===== src/rtl/hazard_unit_pkg.sv =====
// hazard_unit_pkg: shared codes for the pipeline hazard unit.
// Holds the operand-forwarding select codes, the result-source codes
// (including the load code) and a small register-match helper.
package hazard_unit_pkg;

  typedef enum logic [1:0] {
    FWD_RF  = 2'b00,
    FWD_WB  = 2'b01,
    FWD_MEM = 2'b10
  } fwdSel_t;

  localparam logic [1:0] RESULT_ALU  = 2'b00;
  localparam logic [1:0] RESULT_LOAD = 2'b01;
  localparam logic [1:0] RESULT_PC4  = 2'b10;

  // True when a destination register is non-zero and equals a source register.
  // x0 is hard-wired to zero, so it never produces a real dependency.
  function automatic logic regHit(input logic [31:0] rd, input logic [31:0] rs);
    return (rd != 32'd0) && (rd == rs);
  endfunction

endpackage


===== src/rtl/dff_en_rst.sv =====
// dff_en_rst: enable flop with asynchronous active-low clear.
module dff_en_rst #(
  parameter int W = 1
) (
  input  logic         clk,
  input  logic         resetn,
  input  logic         en,
  input  logic [W-1:0] d,
  output logic [W-1:0] q
);

  // Clear immediately on reset, otherwise capture d when enabled.
  always_ff @(posedge clk or negedge resetn) begin
    if (!resetn) begin
      q <= '0;
    end else if (en) begin
      q <= d;
    end
  end

endmodule


===== src/rtl/hazard_fwd_sel.sv =====
// hazard_fwd_sel: forwarding source select for one ALU operand.
// The MEMORY ACCESS stage holds the younger result, so it wins over WRITEBACK.
module hazard_fwd_sel
  import hazard_unit_pkg::*;
#(
  parameter int REG_ADDR_W = 5
) (
  input  logic [REG_ADDR_W-1:0] rsE,
  input  logic [REG_ADDR_W-1:0] rdM,
  input  logic [REG_ADDR_W-1:0] rdW,
  input  logic                  regWriteM,
  input  logic                  regWriteW,
  output logic [1:0]            forward
);

  logic [31:0] rsExt;
  logic [31:0] rdMExt;
  logic [31:0] rdWExt;

  assign rsExt  = 32'(rsE);
  assign rdMExt = 32'(rdM);
  assign rdWExt = 32'(rdW);

  // Priority compare: MEMORY ACCESS, then WRITEBACK, then register file.
  always_comb begin
    forward = FWD_RF;
    if (regWriteM && regHit(rdMExt, rsExt)) begin
      forward = FWD_MEM;
    end else if (regWriteW && regHit(rdWExt, rsExt)) begin
      forward = FWD_WB;
    end
  end

endmodule


===== src/rtl/hazard_unit.sv =====
// hazard_unit: data/control hazard detection for a 5-stage pipeline.
// Tracks register indices of the EXECUTE, MEMORY ACCESS and WRITEBACK
// instructions, selects ALU operand forwarding, and raises load-use stalls
// and branch flushes. All outputs are combinational (zero-cycle latency).
// Optional build macro HAZARD_PERF_CNT_EN adds stall/flush event counters.
module hazard_unit
  import hazard_unit_pkg::*;
#(
  parameter int         REG_ADDR_W     = 5,
  parameter logic [1:0] LOAD_RESULTSRC = RESULT_LOAD
) (
  input  logic                  clk,
  input  logic                  resetn,
  input  logic [REG_ADDR_W-1:0] Rs1D,
  input  logic [REG_ADDR_W-1:0] Rs2D,
  input  logic [REG_ADDR_W-1:0] RdD,
  input  logic                  PCSrcE,
  input  logic [1:0]            ResultSrcE,
  input  logic                  RegWriteM,
  input  logic                  RegWriteW,
  output logic                  StallF,
  output logic                  StallD,
  output logic                  FlushD,
  output logic                  FlushE,
  output logic [1:0]            ForwardAE,
  output logic [1:0]            ForwardBE
`ifdef HAZARD_PERF_CNT_EN
  ,
  output logic [31:0]           StallCount,
  output logic [31:0]           FlushCount
`endif
);

  logic [REG_ADDR_W-1:0] Rs1E;
  logic [REG_ADDR_W-1:0] Rs2E;
  logic [REG_ADDR_W-1:0] RdE;
  logic [REG_ADDR_W-1:0] RdM;
  logic [REG_ADDR_W-1:0] RdW;

  logic [3*REG_ADDR_W-1:0] decodeNext;
  logic                    lwStall;
  logic                    flushEInt;
  logic [1:0]              fwdA;
  logic [1:0]              fwdB;

  // Load in EXECUTE whose destination is read by the DECODE instruction.
  always_comb begin
    lwStall = 1'b0;
    if (ResultSrcE == LOAD_RESULTSRC) begin
      lwStall = regHit(32'(RdE), 32'(Rs1D)) || regHit(32'(RdE), 32'(Rs2D));
    end
  end

  // A flushed EXECUTE slot becomes a bubble with all indices zero, which is
  // also what ends a load-use stall after exactly one cycle.
  assign flushEInt  = lwStall || PCSrcE;
  assign decodeNext = flushEInt ? '0 : {Rs1D, Rs2D, RdD};

  dff_en_rst #(.W(3*REG_ADDR_W)) uShadowE (
    .clk    (clk),
    .resetn (resetn),
    .en     (1'b1),
    .d      (decodeNext),
    .q      ({Rs1E, Rs2E, RdE})
  );

  dff_en_rst #(.W(REG_ADDR_W)) uShadowM (
    .clk    (clk),
    .resetn (resetn),
    .en     (1'b1),
    .d      (RdE),
    .q      (RdM)
  );

  dff_en_rst #(.W(REG_ADDR_W)) uShadowW (
    .clk    (clk),
    .resetn (resetn),
    .en     (1'b1),
    .d      (RdM),
    .q      (RdW)
  );

  hazard_fwd_sel #(.REG_ADDR_W(REG_ADDR_W)) uFwdA (
    .rsE       (Rs1E),
    .rdM       (RdM),
    .rdW       (RdW),
    .regWriteM (RegWriteM),
    .regWriteW (RegWriteW),
    .forward   (fwdA)
  );

  hazard_fwd_sel #(.REG_ADDR_W(REG_ADDR_W)) uFwdB (
    .rsE       (Rs2E),
    .rdM       (RdM),
    .rdW       (RdW),
    .regWriteM (RegWriteM),
    .regWriteW (RegWriteW),
    .forward   (fwdB)
  );

  // Outputs; a flush overrides a stall, and reset forces everything quiet
  // even though PCSrcE is an unregistered input.
  always_comb begin
    StallF    = resetn && lwStall && !PCSrcE;
    StallD    = resetn && lwStall && !PCSrcE;
    FlushD    = resetn && PCSrcE;
    FlushE    = resetn && flushEInt;
    ForwardAE = resetn ? fwdA : FWD_RF;
    ForwardBE = resetn ? fwdB : FWD_RF;
  end

`ifdef HAZARD_PERF_CNT_EN
  logic [31:0] stallCnt;
  logic [31:0] flushCnt;

  // Event counters; plain binary add wraps from all-ones to zero.
  always_ff @(posedge clk or negedge resetn) begin
    if (!resetn) begin
      stallCnt <= '0;
      flushCnt <= '0;
    end else begin
      if (StallD) stallCnt <= stallCnt + 32'd1;
      if (FlushD) flushCnt <= flushCnt + 32'd1;
    end
  end

  assign StallCount = stallCnt;
  assign FlushCount = flushCnt;
`endif

endmodule


===== config.mk =====
export PLATFORM = sky130hd
export DESIGN_NAME = hazard_unit
export DESIGN_NICKNAME = d
export VERILOG_FILES = /design/src/rtl/hazard_unit_pkg.sv /design/src/rtl/dff_en_rst.sv /design/src/rtl/hazard_fwd_sel.sv /design/src/rtl/hazard_unit.sv
export SDC_FILE = /design/constraint.sdc
export NUM_CORES = 1
export LEC_CHECK = 0
export CELL_PAD_IN_SITES_DETAIL_PLACEMENT = 0
export CELL_PAD_IN_SITES_GLOBAL_PLACEMENT = 1
export CORE_MARGIN = 5
export CORE_UTILIZATION = 34
export CTS_CLUSTER_DIAMETER = 150
export DETAILED_ROUTE_END_ITERATION = 10
export PLACE_DENSITY = 0.8
export SYNTH_ARGS = -nofsm -noshare
export SYNTH_HDL_FRONTEND = slang
export SYNTH_SLANG_ARGS = --single-unit

===== constraint.sdc =====
create_clock -name clk -period 2.05 [get_ports clk]
set_input_delay 0.5125 -clock clk [delete_from_list [all_inputs] [get_ports clk]]
set_output_delay 0.5125 -clock clk [all_outputs]
set_load 0.03 [all_outputs]

==> results of run 1 <==
-- routing by layer --
layer  routed length (um)  GRT usage  up-vias
met2                 1618     0.2356       25
met1                 1186     0.1525      462
li1                     -          -      507
met3                  163    0.03324        2
met5                    0          0        -
met4                    8    0.02088        0
-- stage by stage --
step / utilization / setup TNS (ps)
after floorplan: - / -172.6
after global placement: 0.4855 / -2885
after detailed placement: 0.4855 / -2957
after CTS: 0.5195 / -2174
after global routing: 0.5343 / -2505
final: 0.5343 / -1920
-- cells by family after synthesis --
| group | count (synthesis) | synth area share |
|---|---|---|
| compound gates | 19 | 0.1086 |
| xor+xnor | 30 | 0.2000 |
| buf+inv | 4 | 0.02285 |
| flops | 25 | 0.4762 |
| simple gates | 38 | 0.1924 |
-- area by class of cell --
type	count	area [um^2]
Sequential cell	25	626.9
Clock buffer	4	45.04
Timing Repair Buffer	57	496.7
Multi-Input combinational cell	87	757.0
Tap cell	48	60.06
Fill cell	359	1730
-- cells in the final DEF (no fill, tap or decap), drive strengths merged, types with 5 or more instances in the layout --
cell / Yosys / layout
buf: 3 / 36
dfrtp: 25 / 25
xnor2: 16 / 16
nand2b: 15 / 15
a21oi: 15 / 15
xor2: 14 / 14
clkdlybuf4s50: 0 / 9
dlygate4sd2: 0 / 9
clkbuf: 1 / 6
or4: 5 / 5
-- worst min path at each step --
| stage | startpoint | endpoint | slack, ps | depth (start not counted) |
|---|---|---|---|---|
| 2_1_floorplan | resetn | uShadowE.q[0] | 220 | 0 |
| 4_1_cts | resetn | uShadowW.q[1] | 450 | 2 |
| 6_report | resetn | uShadowW.q[1] | 440 | 2 |
| 5_1_grt | resetn | uShadowE.q[6] | 440 | 2 |
| 3_3_place_gp | uShadowE.q[4] | uShadowM.q[4] | 460 | 0 |
| 3_5_place_dp | uShadowE.q[4] | uShadowM.q[4] | 470 | 0 |
-- flip-flops by register name, indices dropped and copies added, names as in the netlist --
register	cells
uShadowM.q	5
uShadowW.q	5
uShadowE.q	15
-- what timing repair did --
| action | 4_1_cts | 5_1_grt |
|---|---|---|
| pin swaps | 13 | 12 |
| buffers inserted | 8 | 2 |
| setup endpoints to repair | 8 | 18 |
| resized for setup | 22 | 17 |
-- power by group through the flow --
stage	Combinational (uW)	Clock [uW]	Sequential (uW)
2_1_floorplan	127	0	553
3_3_place_gp	243	0	551
3_5_place_dp	247	0	552
4_1_cts	264	286	543
5_1_grt	304	312	547
6_report	277	278	543
==> flow_summary.yaml, run 1 <==
timing:
  holdWs_ps: 440.9
  min_period_ps: 2474
  setup_viol: 7
  worst_pin_slew_ps: 418.2
  fin_crit_sh: 1.207
  finalHoldViolCount: 0
  max_slew_margin: 0.7189
  rsz0062_at_grt: "yes"
  max_freq_ghz: 0.4042
  clock_skew_ps: 3.217
  layout_setup_ws_ps: -424.3
  finalMaxSlewViolations: 0
floorplanning:
  ioPinCount: 30
  die_h_um: 72.16
  die-area_um2: 5207
  core_um2: 3716
  die_w_um: 72.16
  initial_utilization: 0.3535
  fp-row-count: 22
run_status:
  violations: "setup timing"
  outcome: "finished, violations left"
synth:
  async_flop_share: 1.000
  synth.area.top_cells: "dfrtp_1, xnor2_1, xor2_1"
  synthesis.nets: 138
  synth_top_area_share: 0.4762
  yosysWarnings: 0
  synthFlopType: "dfrtp_1"
  synth_edf_count: 0
  ys_seq_area_frac: 0.4762
  syn_inst: 116
  yosysTopAreaCell: "dfrtp_1"
  avgSynthCellArea_um2: 11.33
  synth_top_cells_by_count: "dfrtp_1, xnor2_1, nand2b_1"
  yosys_register_bits: 25
  syn-cell-area_um2: 1314
  yosysUniqueCellTypes: 23
  synth_most_common_cell: "dfrtp_1"
critical_path:
  cpPeakStageDelay_ps: 540
  timing.rr.end: "uShadowE.q[14]"
  startpoint: "resetn"
  critical_path_peak_fanout: 2
  cp_slowest_cell: "or4_4"
  critPathCapture: "ForwardBE[0]"
  crit_type: "input pin to output pin"
  cp_top_family: "simple AND/OR/NAND/NOR gates"
  crit_chain: "dlygate4sd2_1, o211ai_1, or4_4, nor4_4, buf_4"
  crit_path_end_kind: "output pin"
  arrival_ps: 1960
  cp-start-kind: "input pin"
  crit_cells: 5
  r2r_setup_slack_ps: 140
  cp_data_required_time_ps: 1540
  ff2ff_path_depth: 11
  critPathBufInv: 2
  r2r_start: "uShadowE.q[2]"
place:
  place.gp.congestion: 0.7549
  place_inst: 210
  post-place-ws_ps: -538.4
  place_hpwl_mm: 2.379
  numPortBuffers: 29
  place_area_um2: 1804
global_route:
  grt_pass1_wl_mm: 5.292
  antenna_found_initial: 0
  grt.total_usage: 0.1287
  grt_max_degree: 31
  first_global_vias: 1184
  overflow: 0
pwr:
  pwr-share-clk: 0.253
  power_density_nw_per_um2: 552.5
  ir_drop_mv: 0.2286
  seq_power_share: 0.495
  leakage_uw: 0.0009063
  swShare: 0.2643
  p_sw_uw: 290.0
  pwr-share-comb: 0.252
  total_power_uw: 1097
  intPower_uw: 807.1
routing:
  wl_per_cell_um: 13.47
  drt-total-wl_mm: 2.976
  antenna_left: 0
  dr_total_vias: 996
  routed_via_density: 4.507
  first_pass_iters: 4
  drt-initial-drc-count: 20
  post-route-drc-count: 0
clock_tree:
  cts_sinks: 25
  clk_latency_ps: 260
  htree_levels: 1
  cts-root-buf: "clkbuf_8"
  hold_buffers: 0
  tritoncts.num_buffers: 3
  cts_tree: "done"
  cts.path.max_buffers: 2
  clk_pin_slew_ps: 80
hold_path:
  hold_class: "input pin to async pin"
cells_and_area:
  finalNonFillerCells: 221
  fin_nets: 196
  design_area_um2: 1986
  drive_gt1_frac: 0.4046
  area_delta_synth_final_pct: 51.14
  antenna_cells: 0
run:
  drv_cap: 0
Note: power is estimated with default switching activity, not from simulation.
==> inputs of run 2 (changes only) <==
- ABC_AREA: default -> 1
- CORE_UTILIZATION: 34 -> 32
- PLACE_DENSITY: 0.8 -> 0.82
- SKIP_LAST_GASP: default -> 1
==> run 2 against run 1 <==
The flow now finishes without violations; wire length increased by 1.9%; first-iteration DRC count rose by 85%; power is 2.4% lower; critical endpoint unchanged; highest routed layer unchanged.
==> flow_summary.yaml, run 2 <==
run_status:
  outcome: "completed"
clock_tree:
  cts_sinks: 25
  cts.path.max_buffers: 2
  cts-root-buf: "clkbuf_8"
  tritoncts.num_buffers: 3
  htree_levels: 1
  clk_latency_ps: 260
  clk_pin_slew_ps: 90
  cts_tree: "done"
global_route:
  grt_max_degree: 17
  antenna_found_initial: 0
  grt_pass1_wl_mm: 5.002
  grt.total_usage: 0.1184
  first_global_vias: 1164
  overflow: 0
pwr:
  pwr-share-clk: 0.270
  seq_power_share: 0.512
  swShare: 0.2765
  pwr-share-comb: 0.218
  p_sw_uw: 296.1
  ir_drop_mv: 0.2569
  leakage_uw: 0.001039
  intPower_uw: 775.0
  power_density_nw_per_um2: 554.8
synth:
  ys_seq_area_frac: 0.4789
  yosysUniqueCellTypes: 21
  syn_inst: 174
  synth.area.top_cells: "dfrtp_1, nand2_1, inv_1"
  synth_most_common_cell: "nand2_1"
  synthFlopType: "dfrtp_1"
  async_flop_share: 1.000
  synth_edf_count: 0
  synthesis.nets: 196
  synth_top_cells_by_count: "nand2_1, inv_1, nor2_1"
  yosysWarnings: 0
  synth_top_area_share: 0.4789
  yosys_register_bits: 25
  avgSynthCellArea_um2: 7.507
  yosysTopAreaCell: "dfrtp_1"
  syn-cell-area_um2: 1306
cells_and_area:
  largestRegisters: "uShadowE.q (15), uShadowM.q (5), uShadowW.q (5)"
  final_common_cell: "nand2_1"
  post-route-util: 0.4861
  final_cell_mix: "nand2_1, inv_1, buf_4"
  drive_gt1_frac: 0.2554
  fin_nets: 254
  fillerInstances: 398
  finalNonFillerCells: 281
  multi_input_area_um2: 591.8
  register_area_um2: 626.9
  antenna_cells: 0
  area_delta_synth_final_pct: 47.80
  top_register: "uShadowE.q"
  largest_reg_flops: 15
place:
  numPortBuffers: 29
  place.gp.congestion: 0.7839
  place_inst: 262
  place_hpwl_mm: 2.318
routing:
  first_pass_iters: 4
  drt-initial-drc-count: 37
  routed_via_density: 4.349
  antenna_left: 0
  drt-total-wl_mm: 3.032
  post-route-drc-count: 0
  wl_per_cell_um: 10.79
  dr_total_vias: 1222
run:
  drv_cap: 0
critical_path:
  timing.critical_path.mode_cell: "nor2_1"
  crit_path_end_kind: "output pin"
  crit_chain: "xor2_1, nor2_1, nand3_2, buf_6, nor3_2, nor2_1, buf_4"
  cp-start-kind: "flop"
  critical_path_peak_fanout: 4
  crit_type: "flop to output pin"
  cp_data_required_time_ps: 1540
  cpPeakStageDelay_ps: 430
  arrival_ps: 1520
  cp_slowest_cell: "dfrtp_1"
timing:
  max_freq_ghz: 0.4908
  finalHoldViolCount: 0
  min_period_ps: 2037
  setup_viol: 0
  clock_skew_ps: 7.076
  max_slew_margin: 0.7795
  worst_pin_slew_ps: 327.8
  finalMaxSlewViolations: 0
  rsz0062_at_grt: "yes"
  fin_crit_sh: 0.9938
  tns_ps: 0
floorplanning:
  die_h_um: 73.89
  ioPinCount: 30
  fp-row-count: 23
  core_um2: 3971
  die-area_um2: 5460
  initial_utilization: 0.3289
  die_w_um: 73.89
hold_path:
  hold_class: "flop to flop"
## run 2: cell types whose count changed after synthesis, moves of 9 or more
| cell | delta |
|---|---|
| a21oi_2 | -10 |
| inv_1 | +33 |
| nand2_1 | +39 |
| nand2b_1 | -15 |
| nor2_1 | +31 |
| xnor2_1 | -11 |
| xor2_1 | -9 |
## run 2: layout make-up
class / instances / area share
Sequential cell: 25 / 0.3247
Inverter: 35 / 0.06805
Clock buffer: 3 / 0.02139
Multi-Input combinational cell: 112 / 0.3065
Clock inverter: 1 / 0.003889
Tap cell: 50 / 0.03240
Timing Repair Buffer: 55 / 0.2430
## run 2: final timing paths
path                          startpoint        endpoint  slack (ps)  cells past startpoint
setup reg to reg           uShadowE.q[1]  uShadowE.q[10]         640                      9
max in group asynchronous         resetn  uShadowE.q[11]        1320                      3
min in group asynchronous         resetn  uShadowE.q[12]         500                      2
hold / removal             uShadowM.q[1]   uShadowW.q[1]         400                      0
hold reg to reg            uShadowM.q[1]   uShadowW.q[1]         400                      0
setup / recovery           uShadowM.q[3]    ForwardBE[0]          10                      7
## run 2: critical path, delay by kind of cell, from the launching register on
kind                      cells  cell delay, ps
buffers and inverters         2             300
xor gates and xnor gates      1             150
DFF                           1             430
and+or+nand+nor               4             360
## run 2: cells by family (layout without fill, tap and decap cells)
family | count (synthesis) | after routing | synth area share
xor gates and xnor gates | 10 | 10 | 0.06705
buffers and inverters | 37 | 94 | 0.1149
DFF | 25 | 25 | 0.4789
AOI/OAI and AO/OA | 9 | 9 | 0.04119
and+or+nand+nor | 93 | 93 | 0.2979
## run 2: layer usage
metal,up-vias,routed length (um),global-route usage,share of wire
met5,-,0,0,0
met4,0,27,0.04024,0.0089
met3,4,201,0.02189,0.066
met2,30,1513,0.2018,0.50
met1,549,1289,0.1493,0.43
li1,639,-,-,-
## run 2: power groups by stage
stage	clock network, uW	registers, uW	logic (uW)
6_report	289	548	234
5_1_grt	317	553	261
4_1_cts	300	548	227
3_5_place_dp	0	559	205
3_3_place_gp	0	557	205
2_1_floorplan	0	550	112
## run 2: what timing repair did
item / CTS / global route
gates resized for setup: 26 / 14
setup buffers: 14 / 1
pin swaps: 10 / 8
setup endpoints to repair: 8 / 7
hold buffers: 0 / 0
gates cloned: 0 / 0
## run 2: per-stage QoR
| stage | area, um^2 | power [uW] | worst slack, ps | hold slack (ps) |
|---|---|---|---|---|
| after floorplan | 1315 | 662.1 | 51.30 | 216.9 |
| after global placement | 1712 | 762.4 | -295.2 | 356.9 |
| after detailed placement | 1712 | 764.1 | -301.9 | 367.3 |
| after CTS | 1892 | 1075 | -30.67 | 387.1 |
| after global routing | 1931 | 1131 | -102.5 | 428.9 |
| final | 1931 | 1071 | 12.72 | 402.8 |
==> inputs of run 3 (changes only) <==
- SLEW_MARGIN: default -> 20
==> results of run 3 <==
The final DEF is identical to that of run 2; final timing and power are the same.
